### src/rtl/order_manager.sv
// order_manager: turns buy/sell decisions into one-at-a-time orders with limits.
// Optional ORDER_STATS_EN adds saturating accepted/dropped order counters.
module order_manager #(
  parameter int data_width = 8,
  parameter int ORDER_QTY  = 10,
  parameter int POS_LIMIT  = 100,
  parameter int COOLDOWN   = 4
) (
  input  logic                  clk,
  input  logic                  rst_n,
  input  logic                  enable,
  input  logic                  signal_valid,
  input  logic                  buy_signal,
  input  logic                  sell_signal,
  input  logic [data_width-1:0] price_in,
  output logic                  order_valid,
  input  logic                  order_ready,
  output logic                  order_side,
  output logic [15:0]           order_qty,
  output logic [data_width-1:0] order_price,
  output logic [15:0]           position,
  output logic                  busy
`ifdef ORDER_STATS_EN
  ,
  output logic [15:0]           accepted_count,
  output logic [15:0]           dropped_count
`endif
);

  typedef enum logic [1:0] {
    IDLE,
    ISSUE,
    COOL
  } state_t;

  localparam logic signed [16:0] QTY_S = 17'(ORDER_QTY);
  localparam logic signed [16:0] LIM_S = 17'(POS_LIMIT);
  localparam logic signed [16:0] NLIM_S = -LIM_S;
  localparam logic [15:0] QTY16 = 16'(ORDER_QTY);
  localparam logic [15:0] CD_LOAD =
    16'((COOLDOWN > 0) ? (COOLDOWN - 1) : 0);

  state_t                  state_q, state_d;
  logic                    side_q, side_d;
  logic [data_width-1:0]   price_q, price_d;
  logic [15:0]             qty_q, qty_d;
  logic [15:0]             pos_q, pos_d;
  logic [15:0]             cnt_q, cnt_d;
  logic                    arm_q, arm_d;

  logic signed [16:0]      pos_ext;
  logic signed [16:0]      buy_sum;
  logic signed [16:0]      sell_sum;
  logic                    buy_ok;
  logic                    sell_ok;
  logic                    one_hot;
  logic                    limit_ok;
  logic                    decision;
  logic                    accept;
  logic                    hs;

  // Limit check in 17-bit signed arithmetic so the sums never wrap.
  always_comb begin
    pos_ext  = {pos_q[15], pos_q};
    buy_sum  = pos_ext + QTY_S;
    sell_sum = pos_ext - QTY_S;
    buy_ok   = (buy_sum <= LIM_S);
    sell_ok  = (sell_sum >= NLIM_S);
    one_hot  = buy_signal ^ sell_signal;
    limit_ok = buy_signal ? buy_ok : sell_ok;
    decision = signal_valid & (buy_signal | sell_signal);
    accept   = (state_q == IDLE) & arm_q & enable
             & signal_valid & one_hot & limit_ok;
    hs       = (state_q == ISSUE) & order_ready;
  end

  // Next-state logic: accept in IDLE, hold in ISSUE, count down in COOL.
  always_comb begin
    state_d = state_q;
    side_d  = side_q;
    price_d = price_q;
    qty_d   = qty_q;
    pos_d   = pos_q;
    cnt_d   = cnt_q;
    arm_d   = 1'b1;
    unique case (state_q)
      IDLE: begin
        if (accept) begin
          state_d = ISSUE;
          side_d  = buy_signal;
          price_d = price_in;
          qty_d   = QTY16;
        end
      end
      ISSUE: begin
        if (hs) begin
          pos_d = side_q ? (pos_q + QTY16)
                         : (pos_q - QTY16);
          if (COOLDOWN == 0) begin
            state_d = IDLE;
          end else begin
            state_d = COOL;
            cnt_d   = CD_LOAD;
          end
        end
      end
      COOL: begin
        if (cnt_q == 16'd0) begin
          state_d = IDLE;
        end else begin
          cnt_d = cnt_q - 16'd1;
        end
      end
      default: begin
        state_d = IDLE;
      end
    endcase
  end

  // State and datapath registers; arm_q delays acceptance after reset release.
  always_ff @(posedge clk or negedge rst_n) begin
    if (!rst_n) begin
      state_q <= IDLE;
      side_q  <= 1'b0;
      price_q <= '0;
      qty_q   <= '0;
      pos_q   <= '0;
      cnt_q   <= '0;
      arm_q   <= 1'b0;
    end else begin
      state_q <= state_d;
      side_q  <= side_d;
      price_q <= price_d;
      qty_q   <= qty_d;
      pos_q   <= pos_d;
      cnt_q   <= cnt_d;
      arm_q   <= arm_d;
    end
  end

  // Outputs decode directly from registered state.
  always_comb begin
    order_valid = (state_q == ISSUE);
    busy        = (state_q != IDLE);
    order_side  = side_q;
    order_qty   = qty_q;
    order_price = price_q;
    position    = pos_q;
  end

`ifdef ORDER_STATS_EN
  logic [15:0] acc_q, acc_d;
  logic [15:0] drop_q, drop_d;

  // Saturating counters of handshakes and dropped decisions.
  always_comb begin
    acc_d  = acc_q;
    drop_d = drop_q;
    if (hs && (acc_q != 16'hFFFF)) begin
      acc_d = acc_q + 16'd1;
    end
    if (decision && !accept && (drop_q != 16'hFFFF)) begin
      drop_d = drop_q + 16'd1;
    end
  end

  // Counter registers.
  always_ff @(posedge clk or negedge rst_n) begin
    if (!rst_n) begin
      acc_q  <= '0;
      drop_q <= '0;
    end else begin
      acc_q  <= acc_d;
      drop_q <= drop_d;
    end
  end

  assign accepted_count = acc_q;
  assign dropped_count  = drop_q;
`else
  logic unused_decision;
  assign unused_decision = decision;
`endif

endmodule

### config.mk
export PLATFORM = sky130hd
export DESIGN_NAME = order_manager
export DESIGN_NICKNAME = d
export VERILOG_FILES = /design/src/rtl/order_manager.sv
export SDC_FILE = /design/constraint.sdc
export NUM_CORES = 1
export LEC_CHECK = 0
export ABC_AREA = 1
export ABC_CLOCK_PERIOD_IN_PS = 4850
export CAP_MARGIN = 40
export CORE_AREA = 5 5 102 104
export CTS_CLUSTER_SIZE = 12
export DETAILED_ROUTE_END_ITERATION = 8
export DIE_AREA = 0 0 107 109
export GPL_ROUTABILITY_DRIVEN = 1
export RECOVER_POWER = 25
export SYNTH_ARGS = -nofsm -noshare
export SYNTH_HDL_FRONTEND = slang
export SYNTH_SLANG_ARGS = --single-unit
### constraint.sdc
create_clock -name clk -period 4.85 [get_ports clk]
set_clock_uncertainty 0.15 [all_clocks]
set_input_delay 0.97 -clock clk [delete_from_list [all_inputs] [get_ports clk]]
set_output_delay 0.97 -clock clk [all_outputs]
set_load 0.01 [all_outputs]
* Yosys cells after proc, flatten, opt, wreduce, memory -nomap -nowiden
Index checks and enable logic that the tools add are counted.
Word-level totals: input bits 15, bits in registers 45, logic and storage cells 44, bits in writable memories 0, output and inout bits 43, latch bits 0, memories 0, ROM bits 0
Cells by class: divide/modulo/power cells 0, reduce and logical (&&, ||, !) cells 8, eq/ne operators 6, add/sub/neg operators 5, $lt $le $gt $ge 2, shifts and indexed selects 0, bitwise operators 7, mux-type cells 9, multipliers 0
Operators with widths (count):
- $mux 16 | 3
- $pmux 16 s2 | 1
- $add 16x5->17 const B | 1
- $ge 17x8->1 const B | 1
- $le 17x8->1 const B | 1
- $sub 16x5->17 const B | 1
- $add 16x4->16 const B | 1
- $logic_not 16->1 | 1
- $sub 16x1->16 const B | 1
- $sub 16x4->16 const B | 1
- $and 1x1->1 | 6
- $mux 2 | 3
- $ne 2x2->1 const B | 3
- $pmux 2 s3 | 1
- $reduce_and 3->1 | 2
- $reduce_and 2->1 | 2
- $reduce_bool 2->1 | 2
- $eq 2x1->1 const B | 1
- $eq 2x2->1 const B | 1
- $logic_not 2->1 | 1
- $ne 2x1->1 const B | 1
- $mux 1 | 1
- $xor 1x1->1 | 1

* Depth between registers and ports, before layout
word-level depth 8, depth in mapped cells 17, depth with buffers taken out 16

* Least setup slack after synthesis
OpenSTA, ideal clock, no wires.
path type flip-flop to flip-flop, from register side_q (netlist: order_side), to register pos_q[15] (netlist: position[15]), setup slack 2.512 ns, path buffers 0, data required time 4.578 ns, arrival 2.067 ns, setup time 0.122 ns, period minus slack after synthesis 2.338 ns, cell stages (with the launch flop) 13, path through dfrtp_1 -> inv_1 -> fa_1 -> nand2_1 -> nand2_1 -> o21ai_0 -> o21ai_0 -> nand3_1 -> nand2_1 -> a21oi_1 -> o21ai_0 -> nand2_1 -> nand2_1
Between the ends: word-level cells in the longest chain between the ends 1
Ends and longest elaborated chain:
- start, declared | line 44 | logic side_q, side_d;
- start signal, assigned | line 132 | side_q <= side_d;
- $mux 16 | line 97 | pos_d = side_q ? (pos_q + QTY16)
- end signal, assigned | line 135 | pos_q <= pos_d;
- end, declared | line 47 | logic [15:0] pos_q, pos_d;
No other way between the ends. A chain may end at the register's enable or synchronous reset.

* Worst setup path in the final report
from register pos_q[6] (netlist: position[6]), to output position[6]
RTL lines:
- end, declared | line 21 | output logic [15:0] position,
No word-level cell between the ends.

==> summary.txt <==
GRT
  • Gr ovfl total: 0
  • First-pass GRT wire length: 14900 um
  • Vias in the first global route: 3194
  • Largest net degree at the start of global routing: 27
  • Antenna violations before repair: 0
  • Total track usage: 0.158

Clock tree
  • Cts bufs inserted: 5
  • Clk sink count: 44
  • Resized Gates After CTS: 0
  • H-tree Lvls: 2
  • Worst-Skew Late Latency: 0.30 ns
  • Hold_buf cts: 0
  • Clock Tree Buf Depth: 2
  • CTS root buf: clkbuf_8
  • Worst-path clk slew: 0.09 ns
  • CTS tree: yes
  • Setup Buffers After CTS: 0

Final layout
  • Share of cells above drive strength 1: 0.0801
  • Syn-to-layout area delta: 14.2%
  • Final #Nets: 582
  • Core Util, Final: 0.438
  • Design area: 4140 sq um
  • N_diodes: 0
  • Fill cell count: 1007

Detailed routing
  • Total Wirelength: 8780 um
  • Drt pass-1 iters: 4
  • First DRT Iteration DRCs: 172
  • Remaining DRCs: 0
  • WL/cell: 13.2 um
  • Vias per Instance: 4.99
  • ANT nets after route: 0
  • Total number of vias: 3306

Placed design
  • Port-buffer cells: 42
  • GPL Wtd Cong: 0.874
  • Dpl hpwl: 6810 um
  • Post-Place Cell Area: 4050 sq um
  • Post-placement setup slack: 1.82 ns

Worst setup path
  • CP Launch Type: register
  • Reg-to-Reg Start: order_side
  • Crit path DAT: 1.71 ns
  • Largest fanout on the critical path: 12
  • FF-to-FF End: position[11]
  • CP delay by family, top: flip-flops
  • Critical Path, Cell by Cell: clkdlybuf4s50_1
  • Critical Path End Type: output pin
  • Crit-path slowest cell: dfrtp_1
  • Reg2reg setup slack: 2.06 ns
  • Reg2Reg Depth: 13
  • CP bufs+invs: 1
  • Critical Path Max Stage Delay: 0.75 ns
  • CP required: 3.73 ns
  • Kind of critical path: register to output pin

Timing
  • Fin crit share: 0.583
  • Rel. slew slack: 0.0680
  • Final setup vio count: 0
  • Final Max Slew Viols: 0
  • Worst-Margin Slew: 1.40 ns
  • TNS Setup: 0 ns
  • RSZ-0062 raised after global routing: no
  • Hold Fails Final Rpt: 0
  • Max Freq: 0.354 GHz
  • Final Critical Period: 2.83 ns
  • Final worst slack: 2.02 ns

Power and ir drop
  • Cell Int Power: 1.38 mW
  • Switch Pwr: 1.40 mW
  • Sequential share of power: 0.277
  • Lkg Pwr: 1.90 nW
  • Switching Fraction: 0.503
  • Combinational power share: 0.617
  • PwrDens: 671 nW/um^2
  • Max IR drop VDD: 0.000255 V
  • Clk network pwr share: 0.106
  • Design Power: 2.78 mW

Synthesis
  • Syn Inst Count: 511
  • #FFs+latches synth: 44
  • Post-Synthesis Cell Area: 3630 sq um
  • Netlist cell types: 38
  • Mean Syn Cell Area: 7.10 sq um
  • Ys Warns: 0
  • Sequential area share after synthesis: 0.303

Die
  • Die H: 109 um
  • Die area: 11700 sq um
  • Initial Utilization: 0.384
  • I/O pins: 58
  • Die span in x: 107 um
  • Core footprint: 9460 sq um
  • Num rows: 36

Worst hold path
  • Worst hold-check path type: register to register
  • HP Start: cnt_q[15]
  • Hold path depth: 2
  • Hold Path Sink: cnt_q[15]

Outcome
  • Status: finished clean

Flow run
  • Total of max-cap violations: 0
layout by cell type, fill, tap and decap left out, types with 6 or more instances in the layout:
master	count
dfrtp_1	44
clkdlybuf4s50_1	41
nor2_1	58
a21oi_1	27
inv_1	49
nand4_1	21
nand3_1	30
nand2_2	11
o21ai_0	41
xor2_1	11
nand2_1	120
conb_1	16
ha_1	18
nor3_1	6
metrics by stage:
step	instances	hold slack [ns]
3_3_place_gp	654	0.320
4_1_cts	663	0.342
6_report	663	0.341
2_1_floorplan	525	0.302
3_5_place_dp	655	0.319
5_1_grt	663	0.374
worst register-to-register path: cells and delay by family (launching register included):
kind                       cells  cell delay (ns)
and+or+nand+nor                9             0.80
AOI/OAI and AO/OA              2             0.60
buffers and inverters          1             0.45
DFF                            1             0.43
adders and majority gates      1             0.29
final cells by class:
class	count	area, sq um	area share
Inverter	52	195	0.0471
Multi-Input combinational cell	401	2160	0.522
Tap cell	114	143	0.0344
Clock buffer	5	68.8	0.0166
Clock inverter	3	46.3	0.0112
Timing Repair Buffer	44	425	0.103
Sequential cell	44	1100	0.266
power by group through the flow:
| stage | Clock [mW] | Sequential, mW | Combinational (mW) |
|---|---|---|---|
| 2_1_floorplan | 0 | 0.685 | 1.32 |
| 3_3_place_gp | 0 | 0.773 | 1.70 |
| 3_5_place_dp | 0 | 0.774 | 1.72 |
| 4_1_cts | 0.302 | 0.768 | 1.73 |
| 5_1_grt | 0.317 | 0.800 | 1.97 |
| 6_report | 0.294 | 0.770 | 1.71 |
flip-flops by register name, indices dropped and copies added, names as in the netlist:
signal and cells:
cnt_q 16, order_qty 1, order_price 8, position 15, order_side 1, state_q 2, arm_q 1
worst max-delay path by stage:
stage                           start            to  depth (start not counted)  slack, ns
final                     position[6]   position[6]                          1       2.02
after global routing            rst_n  position[12]                          2       1.46
after CTS                 position[5]   position[5]                          1       2.02
after detailed placement  order_ready     cnt_q[11]                          8       1.82
after global placement    order_ready     cnt_q[11]                          8       1.88
after floorplan            order_side  position[15]                         12       2.51
cell usage after synthesis:
library cell	n	area [sq um]
o21a_1	1	7.51
nor3_2	1	10.0
nor3_1	6	30.0
o31ai_1	2	15.0
clkbuf_1	4	15.0
nand3_1	30	150
a22oi_1	1	7.51
buf_6	5	56.3
xor2_1	11	96.3
nand4_1	21	131
o21ai_0	41	205
nand3b_1	3	22.5
fa_1	1	20.0
ha_1	18	225
conb_1	2	7.51
or2_2	2	12.5
a21oi_1	27	135
nor2_8	2	40.0
buf_8	1	15.0
inv_1	49	184
o21bai_1	1	7.51
nand2_4	3	33.8
a21boi_0	1	7.51
dfrtp_1	44	1100
nor2_2	5	31.3
xnor2_1	5	43.8
nand3_2	2	20.0
buf_4	18	135
nand2_1	120	450
nor2_1	58	218
nand2_2	11	68.8
nor4_1	2	12.5
o211ai_1	4	30.0
a21boi_2	1	11.3
inv_2	3	11.3
o21ai_2	1	8.76
nand3_4	1	17.5
nor2_4	3	33.8
logic make-up after synthesis:
kind of cell,Yosys count,synth area share
XOR/XNOR,16,0.0386
buffers and inverters,80,0.115
AO/OA/AOI/OAI,80,0.120
other,2,0.00207
flip-flops,44,0.303
adder cells (fa/ha/maj),19,0.0676
AND/OR/NAND/NOR,270,0.353
layer usage:
layer	GRT usage	up-vias	part of all wire
met2	0.271	60	0.49
met4	0.0365	0	0.0095
met3	0.0249	8	0.040
met5	0	-	0
met1	0.209	1518	0.46
li1	-	1720	-
No activity file was read; power rests on OpenSTA's default activity.
